<file path="src/rtl/apb_req_arbiter.sv">
// Round-robin arbiter that shares one APB slave among N_REQ requesters, sequencing
// SETUP/ACCESS and aborting transfers that wait on PREADY longer than TIMEOUT cycles.
module apb_req_arbiter #(
   parameter int N_REQ   = 4,
   parameter int ADDR_W  = 32,
   parameter int DATA_W  = 32,
   parameter int TIMEOUT = 16
) (
   input  logic                      clk,
   input  logic                      PRESET,
   input  logic [N_REQ-1:0]          req,
   input  logic [N_REQ-1:0]          req_write,
   input  logic [N_REQ*ADDR_W-1:0]   req_addr,
   input  logic [N_REQ*DATA_W-1:0]   req_wdata,
   output logic [N_REQ-1:0]          done,
   output logic [DATA_W-1:0]         rsp_rdata,
   output logic                      rsp_err,
   output logic                      rsp_tmo,
   output logic                      PSEL1,
   output logic                      PENABLE,
   output logic                      PWRITE,
   output logic [ADDR_W-1:0]         PADDR,
   output logic [DATA_W-1:0]         PWDATA,
   input  logic [DATA_W-1:0]         PRDATA,
   input  logic                      PREADY,
   input  logic                      PSLVERR,
   output logic [1:0]                o_dbg_state
);
   // Handshake: a requester holds req until its one-cycle done pulse; the APB side
   // follows SETUP (PSEL1) then ACCESS (PSEL1&PENABLE) until PREADY or timeout.
   localparam int IDX_W = (N_REQ > 1) ? $clog2(N_REQ) : 1;
   localparam int CNT_W = (TIMEOUT > 2) ? $clog2(TIMEOUT) : 1;

   typedef enum logic [1:0] {S_IDLE = 2'd0, S_SETUP = 2'd1, S_ACCESS = 2'd2} state_t;

   state_t            r_state;
   state_t            w_next;
   logic [IDX_W-1:0]  r_ptr;
   logic [IDX_W-1:0]  r_win;
   logic [IDX_W-1:0]  w_win;
   logic [CNT_W-1:0]  r_cnt;
   logic [CNT_W-1:0]  w_cnt_n;
   logic [N_REQ-1:0]  w_elig;
   logic [N_REQ-1:0]  w_done_n;
   logic              w_any;
   logic              w_grant;
   logic              w_tmo_hit;
   logic              w_psel_n;
   logic              w_pen_n;
   logic              w_err_n;
   logic              w_tmo_n;
   logic [DATA_W-1:0] w_rdata_n;

   assign o_dbg_state = r_state;
   assign w_tmo_hit   = (TIMEOUT != 0) && (r_cnt == CNT_W'(TIMEOUT - 1));

   // Lowest rotated offset from r_ptr wins; the requester being completed is masked.
   always_comb begin
      int v_idx;
      v_idx  = 0;
      w_elig = req & ~done;
      w_any  = |w_elig;
      w_win  = r_ptr;
      for (int k = N_REQ - 1; k >= 0; k--) begin
         v_idx = int'(r_ptr) + k;
         if (v_idx >= N_REQ) v_idx = v_idx - N_REQ;
         if (w_elig[IDX_W'(v_idx)]) w_win = IDX_W'(v_idx);
      end
   end

   always_comb begin
      w_next = r_state;
      case (r_state)
         S_IDLE:   if (w_any) w_next = S_SETUP;
         S_SETUP:  w_next = S_ACCESS;
         S_ACCESS: if (PREADY || w_tmo_hit) w_next = S_IDLE;
         default:  w_next = S_IDLE;
      endcase
   end

   always_comb begin
      w_psel_n  = 1'b0;
      w_pen_n   = 1'b0;
      w_grant   = 1'b0;
      w_done_n  = '0;
      w_cnt_n   = '0;
      w_rdata_n = rsp_rdata;
      w_err_n   = rsp_err;
      w_tmo_n   = rsp_tmo;
      case (r_state)
         S_IDLE: begin
            w_grant  = w_any;
            w_psel_n = w_any;
         end
         S_SETUP: begin
            w_psel_n = 1'b1;
            w_pen_n  = 1'b1;
         end
         S_ACCESS: begin
            if (PREADY) begin
               w_done_n[r_win] = 1'b1;
               w_rdata_n       = PWRITE ? '0 : PRDATA;
               w_err_n         = PSLVERR;
               w_tmo_n         = 1'b0;
            end else if (w_tmo_hit) begin
               w_done_n[r_win] = 1'b1;
               w_rdata_n       = '0;
               w_err_n         = 1'b1;
               w_tmo_n         = 1'b1;
            end else begin
               w_psel_n = 1'b1;
               w_pen_n  = 1'b1;
               w_cnt_n  = r_cnt + CNT_W'(1);
            end
         end
         default: ;
      endcase
   end

   always_ff @(posedge clk) begin
      if (PRESET) begin
         r_state   <= S_IDLE;
         r_ptr     <= '0;
         r_win     <= '0;
         r_cnt     <= '0;
         PSEL1     <= 1'b0;
         PENABLE   <= 1'b0;
         PWRITE    <= 1'b0;
         PADDR     <= '0;
         PWDATA    <= '0;
         done      <= '0;
         rsp_rdata <= '0;
         rsp_err   <= 1'b0;
         rsp_tmo   <= 1'b0;
      end else begin
         r_state   <= w_next;
         r_cnt     <= w_cnt_n;
         PSEL1     <= w_psel_n;
         PENABLE   <= w_pen_n;
         done      <= w_done_n;
         rsp_rdata <= w_rdata_n;
         rsp_err   <= w_err_n;
         rsp_tmo   <= w_tmo_n;
         // The request is captured at grant, so later req changes cannot disturb it.
         if (w_grant) begin
            r_win  <= w_win;
            r_ptr  <= (w_win == IDX_W'(N_REQ - 1)) ? '0 : w_win + IDX_W'(1);
            PWRITE <= req_write[w_win];
            PADDR  <= req_addr[int'(w_win) * ADDR_W +: ADDR_W];
            PWDATA <= req_wdata[int'(w_win) * DATA_W +: DATA_W];
         end
      end
   end
endmodule

</file>
<file path="config.mk">
export PLATFORM = sky130hd
export DESIGN_NAME = apb_req_arbiter
export DESIGN_NICKNAME = d
export VERILOG_FILES = /design/src/rtl/apb_req_arbiter.sv
export SDC_FILE = /design/constraint.sdc
export NUM_CORES = 1
export LEC_CHECK = 0
export CORE_AREA = 2 2 160 162
export CTS_BUF_LIST = sky130_fd_sc_hd__clkbuf_4 sky130_fd_sc_hd__clkbuf_8
export DETAILED_ROUTE_END_ITERATION = 7
export DIE_AREA = 0 0 162 164
export PLACE_DENSITY = 0.61
export SYNTH_ARGS = -nofsm -noshare
export SYNTH_HDL_FRONTEND = slang
export SYNTH_SLANG_ARGS = --single-unit
</file>
<file path="constraint.sdc">
create_clock -name clk -period 1.75 [get_ports clk]
set_input_delay 0.2625 -clock clk [delete_from_list [all_inputs] [get_ports clk]]
set_output_delay 0.2625 -clock clk [all_outputs]
set_load 0.02 [all_outputs]
</file>
==> run_summary.xml <==
<?xml version="1.0" encoding="UTF-8"?>
<metrics>
  <group name="outcome">
    <metric name="status" unit="">complete, but fails checks</metric>
    <metric name="failed_checks" unit="">negative setup slack</metric>
  </group>
  <group name="power_and_ir_drop">
    <metric name="sequential_share_of_power" unit="%">28.6</metric>
    <metric name="clock_power_share" unit="%">25.4</metric>
    <metric name="ir_drop" unit="mV">0.470</metric>
    <metric name="power_switching_share" unit="%">33.9</metric>
    <metric name="pwr_density_cell" unit="mW/mm2">998</metric>
    <metric name="power.internal" unit="uW">7630</metric>
    <metric name="p_leak" unit="uW">0.00468</metric>
    <metric name="power_switching" unit="uW">3910</metric>
    <metric name="power.total" unit="uW">11500</metric>
    <metric name="p_comb_share" unit="%">45.9</metric>
  </group>
  <group name="clocking">
    <metric name="cts_buffer_depth" unit="">2</metric>
    <metric name="number_of_buffers_added_by_the_clock_tree_synthesis_step" unit="">17</metric>
    <metric name="cts.sink_count" unit="">115</metric>
    <metric name="root_buffer" unit="">sky130_fd_sc_hd__clkbuf_8</metric>
    <metric name="htree_num_levels" unit="">4</metric>
    <metric name="cts_tree" unit="">done</metric>
    <metric name="clk_pin_slew_worst_paths" unit="ns">0.09</metric>
    <metric name="clk_latency" unit="ns">0.43</metric>
  </group>
  <group name="place">
    <metric name="post-dp-hpwl" unit="mm">18.1</metric>
    <metric name="port_buffers" unit="">406</metric>
    <metric name="dpl_cell_area" unit="mm2">0.0103</metric>
    <metric name="globalplace.congestion" unit="">0.762</metric>
  </group>
  <group name="floorplan">
    <metric name="die_area" unit="mm2">0.0266</metric>
    <metric name="start_util" unit="%">22.1</metric>
    <metric name="core.rowCount" unit="">58</metric>
    <metric name="floorplan.die.height" unit="um">164</metric>
    <metric name="pin_count" unit="">407</metric>
    <metric name="floorplan.die.width" unit="um">162</metric>
    <metric name="core_area" unit="mm2">0.0248</metric>
  </group>
  <group name="routing">
    <metric name="drt-pass1-iter-count" unit="">4</metric>
    <metric name="met2WireLength" unit="mm">13.2</metric>
    <metric name="total_wire_length_after_detailed_routing" unit="mm">26.4</metric>
    <metric name="postRouteAntennaNets" unit="">0</metric>
    <metric name="detailroute.wirelength.met3" unit="mm">2.15</metric>
    <metric name="drt-met1-wl" unit="mm">10.7</metric>
    <metric name="average_via_count_per_standard_cell" unit="">4.56</metric>
    <metric name="routed_wire_length_per_instance" unit="um">19.8</metric>
    <metric name="dr.max_layer_used" unit="">met4</metric>
    <metric name="drt-initial-drc-count" unit="">251</metric>
    <metric name="vias" unit="">6079</metric>
    <metric name="drc_violation_count_after_routing" unit="">0</metric>
  </group>
  <group name="sta">
    <metric name="tightest_slew" unit="ns">0.389</metric>
    <metric name="timing.final.max_slew_violations" unit="">0</metric>
    <metric name="hold_violations" unit="">0</metric>
    <metric name="fin_ws" unit="ns">-0.0750</metric>
    <metric name="setup_repair_after_global_routing_missed_its_margin" unit="">yes</metric>
    <metric name="setup_viol_count_final" unit="">50</metric>
    <metric name="clock_skew" unit="ns">0.0184</metric>
    <metric name="min_period" unit="ns">1.82</metric>
    <metric name="relSlewSlack" unit="%">74.1</metric>
    <metric name="clock.fmax" unit="MHz">548</metric>
    <metric name="final.period_utilization" unit="%">104</metric>
  </group>
  <group name="setup_path">
    <metric name="critPathCapture" unit="">PWDATA[2]</metric>
    <metric name="worst_setup_path_end_kind" unit="">flop</metric>
    <metric name="crit_path_launch" unit="">done[2]</metric>
    <metric name="cp.required" unit="ns">2.08</metric>
    <metric name="path_class" unit="">flop to flop</metric>
    <metric name="cp-start-kind" unit="">flop</metric>
    <metric name="r2r_startpoint" unit="">done[2]</metric>
    <metric name="reg2reg_to" unit="">PWDATA[2]</metric>
    <metric name="critical_path_peak_fanout" unit="">8</metric>
    <metric name="worst-endpoint-arrival" unit="ns">2.16</metric>
    <metric name="ff2ff_setup_slack" unit="ns">-0.07</metric>
    <metric name="worst_r2r_path_depth" unit="">8</metric>
  </group>
  <group name="cells_and_area">
    <metric name="layout_cell_share_with_drive_strength_beyond_1" unit="%">15.8</metric>
    <metric name="fillCellCount" unit="">2375</metric>
    <metric name="synthToLayoutAreaGrowth" unit="%">111</metric>
    <metric name="design_area" unit="mm2">0.0116</metric>
    <metric name="layout.nets" unit="">1294</metric>
  </group>
  <group name="grt">
    <metric name="grtUsageTotal" unit="%">17.1</metric>
    <metric name="vias_in_the_first_global_route" unit="">6101</metric>
    <metric name="wire_length_of_the_first_global_routing_pass" unit="mm">34.9</metric>
    <metric name="global_route.overflow_total" unit="">0</metric>
    <metric name="antenna_found_initial" unit="">1</metric>
    <metric name="grt_start_max_net_pins" unit="">36</metric>
  </group>
  <group name="yosys">
    <metric name="post_synth_edffs" unit="">0</metric>
    <metric name="synth.ff_latch_count" unit="">115</metric>
    <metric name="ys_warn_count" unit="">0</metric>
    <metric name="synth-seq-area-share" unit="%">42.0</metric>
    <metric name="synth.avg_cell_area" unit="um2">10.5</metric>
    <metric name="mapped_nets" unit="">831</metric>
    <metric name="synth.area.top_cells" unit="">sky130_fd_sc_hd__dfxtp_1 (42%), sky130_fd_sc_hd__mux2i_1 (24%), sky130_fd_sc_hd__o221ai_1 (11%)</metric>
    <metric name="post-synth-top-area-cell" unit="">sky130_fd_sc_hd__dfxtp_1</metric>
    <metric name="netlist_area_pre_place" unit="mm2">0.00549</metric>
    <metric name="synthFlopType" unit="">sky130_fd_sc_hd__dfxtp_1</metric>
    <metric name="post_synthesis_async_set_or_reset_flop_share" unit="%">0</metric>
    <metric name="post_synth_inst_count" unit="">525</metric>
    <metric name="synth.top_cell.area_share" unit="%">42.0</metric>
    <metric name="synth_cell_type_count" unit="">36</metric>
  </group>
  <group name="flow_run">
    <metric name="max_cap_violations" unit="">0</metric>
  </group>
  <group name="min_path">
    <metric name="holdCritPathClass" unit="">input pin to flop</metric>
    <metric name="worst_hold_launch" unit="">PRDATA[5]</metric>
  </group>
</metrics>
## worst min path at each step
stage / slack (ns) / endpoint / cells after the start
after floorplan: 0.36 / rsp_tmo / 1
after global placement: 0.44 / PWDATA[19] / 2
after detailed placement: 0.44 / r_cnt[0] / 1
after CTS: 0.37 / rsp_rdata[5] / 2
after global routing: 0.38 / rsp_rdata[5] / 2
final: 0.41 / rsp_rdata[5] / 2
## logic make-up (layout without fill, tap and decap cells)
| kind of cell | after synthesis | count (layout) | share of synthesized area (%) |
|---|---|---|---|
| muxes | 133 | 133 | 24.3 |
| AOI/OAI and AO/OA | 115 | 115 | 18.1 |
| DFF | 115 | 115 | 42.0 |
| and+or+nand+nor | 104 | 105 | 8.69 |
| buffers and inverters | 49 | 524 | 5.13 |
| adders and majority gates | 6 | 6 | 1.37 |
| xor gates and xnor gates | 3 | 3 | 0.479 |
| other | 0 | 1 | 0 |
## area by class of cell
class                      count  area [um2]  share of cell area, %
timing repair buffer         488        5210                   45.1
clock buffer                  17         234                   2.02
multi-input combinational    362        3160                   27.3
antenna                        1        2.50                 0.0216
inverter                       4        15.0                  0.130
sequential                   115        2310                   20.0
tap                          330         413                   3.57
clock inverter                15         215                   1.86
## metrics by stage
stage	setup slack [ns]	utilization, %	TNS [ns]	instances	hold WS, ns
after detailed placement	-0.631	41.6	-35.70	1272	0.444
after global placement	-0.576	41.6	-31.75	1272	0.444
after global routing	-0.164	46.6	-6.98	1332	0.377
final	-0.0750	46.6	-1.76	1332	0.415
after floorplan	0.0156	-	0	525	0.357
after CTS	-0.0868	43.8	-2.47	1306	0.365
## repair_timing
item                       CTS  global route
gates resized for setup     20            65
setup endpoints to repair   74            75
gates cloned                 1            19
pin swaps                    1            23
hold buffers                 0             0
setup buffers                1             6
## flip-flops by register name, summed over array words and instances (netlist names)
name         count
r_ptr            2
PSEL1            1
rsp_tmo          1
PENABLE          1
done             4
rsp_err          1
PADDR           32
PWDATA          32
r_win            2
o_dbg_state      2
rsp_rdata       32
PWRITE           1
r_cnt            4
## routing by layer
metal	vias to the layer above	global-route usage [%]
li1	2927	-
met5	-	0
met1	2854	19.5
met4	0	4.18
met3	16	5.66
met2	282	30.9
## cells in the final DEF (no fill, tap or decap), types with 2 or more instances in the layout
master	n
sky130_fd_sc_hd__a211oi_1	3
sky130_fd_sc_hd__a21oi_1	4
sky130_fd_sc_hd__a22o_1	33
sky130_fd_sc_hd__buf_12	13
sky130_fd_sc_hd__buf_16	4
sky130_fd_sc_hd__buf_4	32
sky130_fd_sc_hd__buf_6	19
sky130_fd_sc_hd__buf_8	4
sky130_fd_sc_hd__bufinv_16	4
sky130_fd_sc_hd__clkbuf_16	10
sky130_fd_sc_hd__clkbuf_8	17
sky130_fd_sc_hd__clkdlybuf4s50_1	385
sky130_fd_sc_hd__clkinv_4	2
sky130_fd_sc_hd__dfxtp_1	111
sky130_fd_sc_hd__dfxtp_2	4
sky130_fd_sc_hd__dlygate4sd2_1	10
sky130_fd_sc_hd__dlymetal6s2s_1	11
sky130_fd_sc_hd__ha_1	6
sky130_fd_sc_hd__inv_1	2
sky130_fd_sc_hd__inv_2	2
sky130_fd_sc_hd__inv_6	7
sky130_fd_sc_hd__mux2i_1	120
sky130_fd_sc_hd__mux2i_2	8
sky130_fd_sc_hd__mux2i_4	5
sky130_fd_sc_hd__nand2_1	68
sky130_fd_sc_hd__nand2_8	2
sky130_fd_sc_hd__nand2b_1	2
sky130_fd_sc_hd__nand2b_4	4
sky130_fd_sc_hd__nor2_1	8
sky130_fd_sc_hd__nor2b_1	2
sky130_fd_sc_hd__nor3_1	4
sky130_fd_sc_hd__nor3b_1	2
sky130_fd_sc_hd__o21ai_0	2
sky130_fd_sc_hd__o221ai_1	60
sky130_fd_sc_hd__o221ai_2	7
sky130_fd_sc_hd__xor2_1	2
## synthesized netlist by cell type (2+ instances only)
library cell / instances
sky130_fd_sc_hd__a21oi_1: 4
sky130_fd_sc_hd__a211oi_1: 3
sky130_fd_sc_hd__clkbuf_1: 17
sky130_fd_sc_hd__xor2_1: 2
sky130_fd_sc_hd__nor3b_1: 2
sky130_fd_sc_hd__mux2i_1: 133
sky130_fd_sc_hd__and2b_1: 2
sky130_fd_sc_hd__ha_1: 6
sky130_fd_sc_hd__o21ai_0: 2
sky130_fd_sc_hd__a22o_1: 33
sky130_fd_sc_hd__nor2b_1: 3
sky130_fd_sc_hd__o221ai_1: 67
sky130_fd_sc_hd__nand2_1: 69
sky130_fd_sc_hd__nand2b_1: 4
sky130_fd_sc_hd__nor2_1: 10
sky130_fd_sc_hd__buf_2: 18
sky130_fd_sc_hd__buf_6: 10
sky130_fd_sc_hd__nand2b_4: 2
sky130_fd_sc_hd__dfxtp_1: 115
sky130_fd_sc_hd__inv_1: 4
sky130_fd_sc_hd__nor3_1: 4
## power groups by stage
| stage | Combinational [uW] | Sequential (uW) | Clock, uW |
|---|---|---|---|
| detailed placement | 4520 | 3350 | 0 |
| CTS | 4640 | 3300 | 3040 |
| finish | 5300 | 3300 | 2940 |
| global route | 5600 | 3360 | 3150 |
| global placement | 4490 | 3340 | 0 |
| floorplan | 1690 | 3830 | 0 |
## critical path: stages (launching register included)
cell and delay [ns]:
sky130_fd_sc_hd__dfxtp_2 0.33, sky130_fd_sc_hd__and2b_2 0.24, sky130_fd_sc_hd__o311ai_4 0.25, sky130_fd_sc_hd__o21ai_4 0.10, sky130_fd_sc_hd__buf_12 0.17, sky130_fd_sc_hd__buf_4 0.16, sky130_fd_sc_hd__clkbuf_16 0.16, sky130_fd_sc_hd__mux2i_4 0.18
sky130_fd_sc_hd__o221ai_1 0.16
Power figures use the tool's default switching activity.
